## src/rtl/score_write_arbiter.sv

```systemverilog
// score_write_arbiter
// Merges pad hit/miss events into a signed pending score delta and injects
// it into the CPU register-file write port at the score register index.
// An injection borrows a free write slot (or a forced one once the CPU has
// been starved long enough), then waits one settle cycle so the register
// file read of the score reflects the write before the next injection.

module score_write_arbiter #(
  parameter int NUM_PADS     = 4,
  parameter int SCORE_REG    = 30,
  parameter int WIN_SCORE    = 12,
  parameter int STARVE_LIMIT = 64
) (
  input  logic                clk,
  input  logic                reset_n,
  input  logic [NUM_PADS-1:0] hit_req,
  input  logic [NUM_PADS-1:0] miss_req,
  input  logic                clear,
  input  logic                cpu_we,
  input  logic [4:0]          cpu_rd,
  input  logic [31:0]         cpu_wdata,
  input  logic [31:0]         score_cur,
  output logic                rf_we,
  output logic [4:0]          rf_rd,
  output logic [31:0]         rf_wdata,
  output logic                cpu_stall,
  output logic signed [7:0]   pending,
  output logic                game_over
);

  localparam int               CNT_W     = $clog2(STARVE_LIMIT + 1);
  localparam logic [CNT_W-1:0] LIMIT_C   = CNT_W'(STARVE_LIMIT);
  localparam logic [4:0]       SCORE_IDX = 5'(SCORE_REG);
  localparam logic [31:0]      WIN_C     = 32'(WIN_SCORE);

  typedef enum logic [1:0] {
    IDLE   = 2'd0,
    INJECT = 2'd1,
    SETTLE = 2'd2
  } state_t;

  // Number of set bits in a pad request vector.
  function automatic logic [7:0] popcount(input logic [NUM_PADS-1:0] v);
    logic [7:0] c;
    c = 8'd0;
    for (int i = 0; i < NUM_PADS; i++) begin
      c = c + {7'd0, v[i]};
    end
    return c;
  endfunction

  // Saturate an 11-bit signed value into the 8-bit signed pending range.
  function automatic logic [7:0] sat8(input logic signed [10:0] v);
    logic [7:0] r;
    if (v > 11'sd127) begin
      r = 8'h7F;
    end else if (v < -11'sd128) begin
      r = 8'h80;
    end else begin
      r = v[7:0];
    end
    return r;
  endfunction

  // Signed score plus signed delta, bounded to 0..32'h7FFF_FFFF.
  function automatic logic [31:0] clamp_score(input logic [31:0] cur,
                                              input logic [7:0]  pend);
    logic signed [32:0] s;
    logic [31:0]        r;
    s = $signed({cur[31], cur}) + $signed({{25{pend[7]}}, pend});
    if (s < 33'sd0) begin
      r = 32'd0;
    end else if (s > 33'sh0_7FFF_FFFF) begin
      r = 32'h7FFF_FFFF;
    end else begin
      r = s[31:0];
    end
    return r;
  endfunction

  state_t             state_r;
  state_t             state_s;
  state_t             next_state_s;
  logic [7:0]         pending_r;
  logic [CNT_W-1:0]   wait_r;
  logic [CNT_W-1:0]   wait_inc_s;
  logic               cpu_stall_r;
  logic               game_over_r;
  logic               inject_cond_s;
  logic               inject_s;
  logic               waiting_s;
  logic signed [9:0]  delta_s;
  logic signed [10:0] delta_ext_s;
  logic signed [10:0] sum_s;

  // A pending delta may take the write port when the CPU is not writing or is frozen.
  always_comb begin
    inject_cond_s = (state_r == IDLE) && !clear && (pending_r != 8'd0) &&
                    (!cpu_we || cpu_stall_r);
  end

  // Effective state of this cycle: IDLE becomes INJECT combinationally.
  always_comb begin
    state_s = state_r;
    case (state_r)
      IDLE: begin
        if (inject_cond_s) begin
          state_s = INJECT;
        end else begin
          state_s = IDLE;
        end
      end
      SETTLE:  state_s = SETTLE;
      default: state_s = IDLE;
    endcase
  end

  // Next-state logic: one settle cycle after every injection, clear forces IDLE.
  always_comb begin
    next_state_s = IDLE;
    if (clear) begin
      next_state_s = IDLE;
    end else begin
      case (state_s)
        INJECT:  next_state_s = SETTLE;
        SETTLE:  next_state_s = IDLE;
        IDLE:    next_state_s = IDLE;
        default: next_state_s = IDLE;
      endcase
    end
  end

  // State register.
  always_ff @(posedge clk or negedge reset_n) begin
    if (!reset_n) begin
      state_r <= IDLE;
    end else begin
      state_r <= next_state_s;
    end
  end

  // Per-cycle event delta; events are dropped on clear and after game over.
  always_comb begin
    inject_s    = (state_s == INJECT);
    delta_s     = 10'sd0;
    if (clear || game_over_r) begin
      delta_s = 10'sd0;
    end else begin
      delta_s = $signed({2'b00, popcount(hit_req)}) -
                $signed({2'b00, popcount(miss_req)});
    end
    delta_ext_s = {delta_s[9], delta_s};
    sum_s       = {{3{pending_r[7]}}, pending_r} + delta_ext_s;
    waiting_s   = (state_r == IDLE) && !clear && (pending_r != 8'd0) &&
                  cpu_we && !cpu_stall_r;
    wait_inc_s  = (wait_r == LIMIT_C) ? wait_r : wait_r + CNT_W'(1);
  end

  // Pending accumulator: the injected amount leaves, this cycle's delta stays.
  always_ff @(posedge clk or negedge reset_n) begin
    if (!reset_n) begin
      pending_r <= 8'd0;
    end else if (clear) begin
      pending_r <= 8'd0;
    end else if (inject_s) begin
      pending_r <= sat8(delta_ext_s);
    end else begin
      pending_r <= sat8(sum_s);
    end
  end

  // Starvation counter and CPU freeze request.
  always_ff @(posedge clk or negedge reset_n) begin
    if (!reset_n) begin
      wait_r      <= '0;
      cpu_stall_r <= 1'b0;
    end else if (clear || inject_s) begin
      wait_r      <= '0;
      cpu_stall_r <= 1'b0;
    end else if (waiting_s) begin
      wait_r      <= wait_inc_s;
      cpu_stall_r <= cpu_stall_r | (wait_inc_s == LIMIT_C);
    end else if (cpu_stall_r && (state_r == IDLE) && (pending_r == 8'd0)) begin
      // Events cancelled the delta while frozen: nothing left to inject, release the CPU.
      wait_r      <= '0;
      cpu_stall_r <= 1'b0;
    end else begin
      wait_r      <= wait_r;
      cpu_stall_r <= cpu_stall_r;
    end
  end

  // Sticky win flag from the register-file score.
  always_ff @(posedge clk or negedge reset_n) begin
    if (!reset_n) begin
      game_over_r <= 1'b0;
    end else if (clear) begin
      game_over_r <= 1'b0;
    end else if (score_cur >= WIN_C) begin
      game_over_r <= 1'b1;
    end else begin
      game_over_r <= game_over_r;
    end
  end

  // Write-port mux: injection overrides (and discards) the CPU write.
  always_comb begin
    rf_we    = cpu_we;
    rf_rd    = cpu_rd;
    rf_wdata = cpu_wdata;
    if (inject_s) begin
      rf_we    = 1'b1;
      rf_rd    = SCORE_IDX;
      rf_wdata = clamp_score(score_cur, pending_r);
    end else begin
      rf_we    = cpu_we;
      rf_rd    = cpu_rd;
      rf_wdata = cpu_wdata;
    end
  end

  assign cpu_stall = cpu_stall_r;
  assign pending   = pending_r;
  assign game_over = game_over_r;

endmodule

```

## config.mk

```make
export PLATFORM = sky130hd
export DESIGN_NAME = score_write_arbiter
export DESIGN_NICKNAME = d
export VERILOG_FILES = /design/src/rtl/score_write_arbiter.sv
export SDC_FILE = /design/constraint.sdc
export NUM_CORES = 1
export LEC_CHECK = 0
export BUFFER_PORTS_ARGS = -buffer_cell sky130_fd_sc_hd__buf_2
export CAP_MARGIN = 20
export CORE_MARGIN = 2
export CORE_UTILIZATION = 40
export CTS_CLUSTER_SIZE = 8
export DETAILED_ROUTE_END_ITERATION = 12
export PLACE_DENSITY = 0.66
export SYNTH_ARGS = -nofsm -noshare
export SYNTH_HDL_FRONTEND = slang
export SYNTH_SLANG_ARGS = --single-unit
```

## constraint.sdc

```tcl
create_clock -name clk -period 4.55 [get_ports clk]
set_input_delay 0.455 -clock clk [delete_from_list [all_inputs] [get_ports clk]]
set_output_delay 0.455 -clock clk [all_outputs]
set_load 0.02 [all_outputs]
```

## Yosys cells after proc, flatten, opt, wreduce, memory -nomap -nowiden

Index checks and enable logic that the tools add are counted.

- Flip-flop bits (word level): 19
- Bits of input ports: 81
- Output and inout bits: 48

- Add/sub/neg operators: 10
- Order comparisons: 7
- Eq/ne operators: 4
- Mux-type cells: 25
- Bitwise logic cells: 1
- Reductions and logical operators: 18

Operators with widths:

| kind | count |
|---|---|
| 32-bit 2-to-1 mux | 3 |
| 8-bit 2-to-1 mux | 6 |
| 32-bit by 8-bit adder with 33-bit output | 1 |
| 33-bit by 32-bit greater-than comparator with 1-bit output, second input constant | 1 |
| 33-bit by 1-bit < comparator with 1-bit output, second input constant | 1 |
| 32-bit by 4-bit greater-or-equal comparator with 1-bit output, second input constant | 1 |
| 7-bit 2-to-1 mux | 4 |
| 7-bit == test, second input constant | 2 |
| 8-bit by 10-bit adder with 11-bit output | 1 |
| 11-bit by 8-bit greater-than comparator with 1-bit output, second input constant | 1 |
| 11-bit by 8-bit < comparator with 1-bit output, second input constant | 1 |
| 10-bit by 8-bit greater-than comparator with 1-bit output, second input constant | 1 |
| 10-bit by 8-bit < comparator with 1-bit output, second input constant | 1 |
| 10-bit 2-to-1 mux | 1 |
| 3-bit by 1-bit adder with 4-bit output | 2 |
| 8-bit zero test | 1 |
| 8-bit nonzero test | 1 |
| 7-bit by 1-bit adder with 7-bit output, second input constant | 1 |
| 1-bit logical AND | 7 |
| 1-bit 2-to-1 mux | 7 |
| 2-bit by 1-bit adder with 3-bit output | 2 |
| 5-bit 2-to-1 mux | 1 |
| 4-bit by 4-bit subtractor with 5-bit output | 1 |
| 1-bit by 1-bit adder with 2-bit output | 2 |
| other kinds (10) | 15 |

## Logic depth before layout (Yosys ltp)

- Depth in word-level cells: 11
- Gate-level depth with buffers: 21
- Gate-level depth less buffers: 21

## Worst setup path after synthesis

Ideal clock, no wire load.

- Kind: input to register
- From: input port miss_req[1]
- To: register pending_r[2] (netlist: pending[2])
- Arrival: 4.659 ns
- Data required time: 4.429 ns
- Setup slack: -0.230 ns
- Stages on the path: 19
- Cell sequence: inv_1 > fa_1 > inv_1 > fa_1 > fa_1 > inv_1 > ha_1 > fa_1 > inv_1 > ha_1 > nor3_1 > ha_1 > a21o_1 > a21oi_1 > a31oi_1 > o21ai_0 > o211a_1 > o21ai_0 > a22o_1

- Cells in the longest elaborated chain, start to end: 11
- Elaborated cells between the ends (all ways): 16
- Classes of those cells: add/sub (5); order compare (4); mux (7)

Ends and longest elaborated chain:

| item | line | RTL |
|---|---|---|
| start, declared | 17 | `input logic [NUM_PADS-1:0] miss_req,` |
| 1-bit by 1-bit adder with 2-bit output (*) | 47 | `c = c + {7'd0, v[i]};` |
| 2-bit by 1-bit adder with 3-bit output (*) | 47 |  |
| 3-bit by 1-bit adder with 4-bit output (*) | 47 |  |
| 4-bit by 4-bit subtractor with 5-bit output (*) | 149 | `delta_s = $signed({2'b00, popcount(hit_req)}) -` |
| 10-bit 2-to-1 mux (*) | 146 | `if (clear \|\| game_over_r) begin` |
| 8-bit by 10-bit adder with 11-bit output | 153 | `sum_s = {{3{pending_r[7]}}, pending_r} + delta_ext_s;` |
| 11-bit by 8-bit < comparator with 1-bit output | 57 | `end else if (v < -11'sd128) begin` |
| 8-bit 2-to-1 mux | 57 |  |
| 8-bit 2-to-1 mux | 55 | `if (v > 11'sd127) begin` |
| 8-bit 2-to-1 mux (*) | 165 | `end else if (inject_s) begin` |
| 8-bit 2-to-1 mux (*) | 163 | `end else if (clear) begin` |
| end signal, assigned | 166 | `pending_r <= sat8(delta_ext_s);` |
| end signal, assigned | 168 | `pending_r <= sat8(sum_s);` |
| end, declared | 84 | `logic [7:0] pending_r;` |

Every way passes the cells marked *; elsewhere a longest branch is shown, timed or not.
A chain may end at the register's enable or synchronous reset.

## Worst setup path in the final report

- From: input port miss_req[1]
- To: register pending_r[4] (netlist: pending[4])

The elaborated chain is that of the path after synthesis.

==> results.py <==
metrics = {
    "die": {
        "die_h_um": 100,
        "dieArea_um2": 10000,
        "rows": 35,
        "ios": 129,
        "core_um2": 9110,
        "start_util": 0.405,
        "die_x_um": 100,
    },
    "logic_synthesis": {
        "syn_inst": 518,
        "yosysTopAreaCell": "ha_1",
        "async_reset_ff_frac": 1.00,
        "ys_types": 61,
        "synth_top_area_frac": 0.139,
        "seq_area_frac_synth": 0.122,
        "ys.warnings.count": 0,
        "synth_edf_count": 0,
        "syn_area_per_cell_um2": 7.12,
        "synth-seq-cells": 18,
        "syn_nets": 647,
        "synth_flop_cell": "dfrtp_1",
        "netlist_area_um2": 3690,
        "synthTopCellsByArea": "ha_1, dfrtp_1, nand2_1",
    },
    "clocking": {
        "path_clk_slew_ns": 0.07,
        "h-tree-depth": 1,
        "tritoncts": "built",
        "root_buffer": "clkbuf_8",
        "clock_sinks": 18,
        "cts_buffer_depth": 2,
        "cts-buffers-inserted": 3,
        "worstSkewPairLatency_ns": 0.25,
    },
    "setup_path": {
        "cpPeakStageDelay_ns": 0.52,
        "setup.worst_path.end_class": "flop",
        "r2r_cells": 12,
        "cp_data_required_time_ns": 4.72,
        "critical_path_class": "primary input to flop",
        "start_kind": "primary input",
        "critical_path.slowest_cell": "fa_1",
        "path_buf_inv": 5,
        "critical_path.cell_chain": "buf_8 -> inv_4 -> fa_1 -> inv_1 -> fa_1 -> fa_1 -> inv_2 -> ha_4 -> fa_2 -> inv_2 -> ha_4 -> nor3_4 -> ha_4 -> a21o_1 -> a21oi_2 -> a21oi_1 -> o21a_1 -> o211a_4 -> a21oi_1 -> o22ai_1 -> a21oi_1",
        "cp.arrival_ns": 4.77,
        "crit_cells": 21,
        "crit_family": "adder cells",
        "rr_startpoint": "game_over$_DFFE_PN0P_",
        "critPathMaxFanout": 7,
        "r2r_slack_ns": 1.64,
        "reg2reg_to": "pending[0]$_DFF_PN0_",
    },
    "power": {
        "p_switching_uw": 1400,
        "vdd_drop_max_uv": 212,
        "power_leakage_uw": 0.00241,
        "p_comb_frac": 0.845,
        "power_frac_seq": 0.106,
        "power-per-cell-area_nw_per_um2": 542,
        "power.share.clock": 0.049,
        "swShare": 0.543,
        "internal_power_uw": 1180,
    },
    "sta": {
        "rsz0062_at_grt": "true",
        "maxClockFrequency_mhz": 217,
        "fin_crit_sh": 1.01,
        "timing.hold.ws_ns": 0.128,
        "final-setup-viol-count": 5,
        "maxSlewViolCount": 0,
        "hold_viol_final": 0,
        "period_needed_ns": 4.60,
        "worstMarginPinSlew_ns": 0.756,
        "fin_skew_ns": 0.00468,
        "max_slew_margin": 0.492,
        "setup_ws_ns": -0.0510,
    },
    "place": {
        "place_area_um2": 4490,
        "hpwl_mm": 8.52,
        "io_buffers": 128,
        "gp_congestion": 0.906,
    },
    "route": {
        "drt-pass1-iter-count": 5,
        "routed_wl_mm": 11.0,
        "viasPerCell": 5.50,
        "drc": 0,
        "drt_iter0_markers": 117,
        "detail-route-antenna-nets": 0,
        "wl_per_cell_um": 14.3,
        "vias": 4204,
    },
    "finish": {
        "fin_nets": 784,
        "area_growth_pct": 29.2,
        "design_area_um2": 4760,
        "final_common_cell": "buf_2",
        "final_cell_mix": "buf_2, nor2_1, nand2_1, ha_1, a21oi_1",
        "fin_util": 0.523,
        "fillCellCount": 885,
        "drive_gt1_frac": 0.303,
        "diodes": 0,
    },
    "worst_hold_path": {
        "worstHoldPathType": "primary input to async pin",
    },
    "run": {
        "maxCapViolCount": 0,
    },
    "grt": {
        "grt_max_degree": 40,
        "grt_usage": 0.207,
        "grt_pass1_vias": 3867,
        "overflow": 0,
        "grt_pass1_wl_mm": 17.4,
        "antenna_found_initial": 0,
    },
    "run_status": {
        "outcome": "finished, violations left",
        "violations": "setup timing",
    },
}
-- cell families after synthesis --
family	count (synthesis)	synth area share
and+or+nand+nor	192	0.249
buffers and inverters	47	0.0580
muxes	3	0.00815
AOI/OAI and AO/OA	177	0.307
DFF	18	0.122
adders and majority gates	49	0.180
xor gates and xnor gates	32	0.0760
-- worst max-delay path by stage --
| stage | start | endpoint | slack, ns |
|---|---|---|---|
| 2_1_floorplan | miss_req[1] | pending[6]$_DFF_PN0_ | 0.002 |
| 3_3_place_gp | miss_req[1] | pending[3]$_DFF_PN0_ | -0.19 |
| 3_5_place_dp | miss_req[1] | pending[2]$_DFF_PN0_ | -0.36 |
| 4_1_cts | miss_req[1] | pending[0]$_DFF_PN0_ | -0.02 |
| 5_1_grt | miss_req[1] | pending[0]$_DFF_PN0_ | -0.23 |
| 6_report | miss_req[1] | pending[4]$_DFF_PN0_ | -0.05 |
-- stage by stage --
stage | setup TNS (ns) | worst slack (ns) | instances | total power, µW
global route | -1.12 | -0.232 | 765 | 2840
detailed placement | -2.33 | -0.358 | 751 | 2310
CTS | -0.0154 | -0.0154 | 763 | 2500
global placement | -1.28 | -0.193 | 751 | 2270
finish | -0.185 | -0.0510 | 765 | 2580
floorplan | 0 | 0.00221 | 518 | 1810
-- Yosys cell counts (6+ instances only) --
master    number
a21o_1        14
o21ai_1       29
dfrtp_1       18
xnor2_1       20
nor3_1        13
o21ai_0       32
nand4_1        6
fa_1           7
nand2_1       56
nor4_1         9
clkbuf_1      14
and2_1         6
nand2b_1       6
inv_1         28
o21a_1         7
a31oi_1       10
xor2_1        12
a21oi_1       40
nor2_1        56
ha_1          41
nand3_1       12
-- metal layers --
| metal | vias up | track usage | share of wire |
|---|---|---|---|
| li1 | 2159 | - | - |
| met1 | 1919 | 0.275 | 0.44 |
| met2 | 120 | 0.381 | 0.50 |
| met3 | 6 | 0.0132 | 0.052 |
| met4 | 0 | 0.0221 | 0.0060 |
| met5 | - | 0 | 0 |
-- what timing repair did --
item                                    4_1_cts  5_1_grt
pin swaps                                     8       14
cloned                                        0        0
endpoints found under the setup margin       37       38
hold buffers                                  0        0
gates resized for setup                      12       22
buffers inserted                              8        2
-- power by group through the flow --
stage               clock (µW)  sequential [µW]  combinational, µW
global route               143              284               2420
floorplan                    0              294               1510
detailed placement           0              271               2040
CTS                        132              270               2090
global placement             0              270               2000
finish                     126              274               2180
-- state kept, by name, summed over array words and instances, names as in the netlist --
name and count:
game_over 1, pending 8, cpu_stall 1, wait_r 7, state_r 1
-- layout make-up --
class                   count  area [µm²]  share of cell area
multi-input cells         453        3180               0.667
clock buffers               4        55.1              0.0116
repair buffers            151         835               0.175
flip-flops and latches     18         452              0.0948
inverters                  28         108              0.0226
well taps                 111         139              0.0292
No activity file was read; power rests on OpenSTA's default activity.
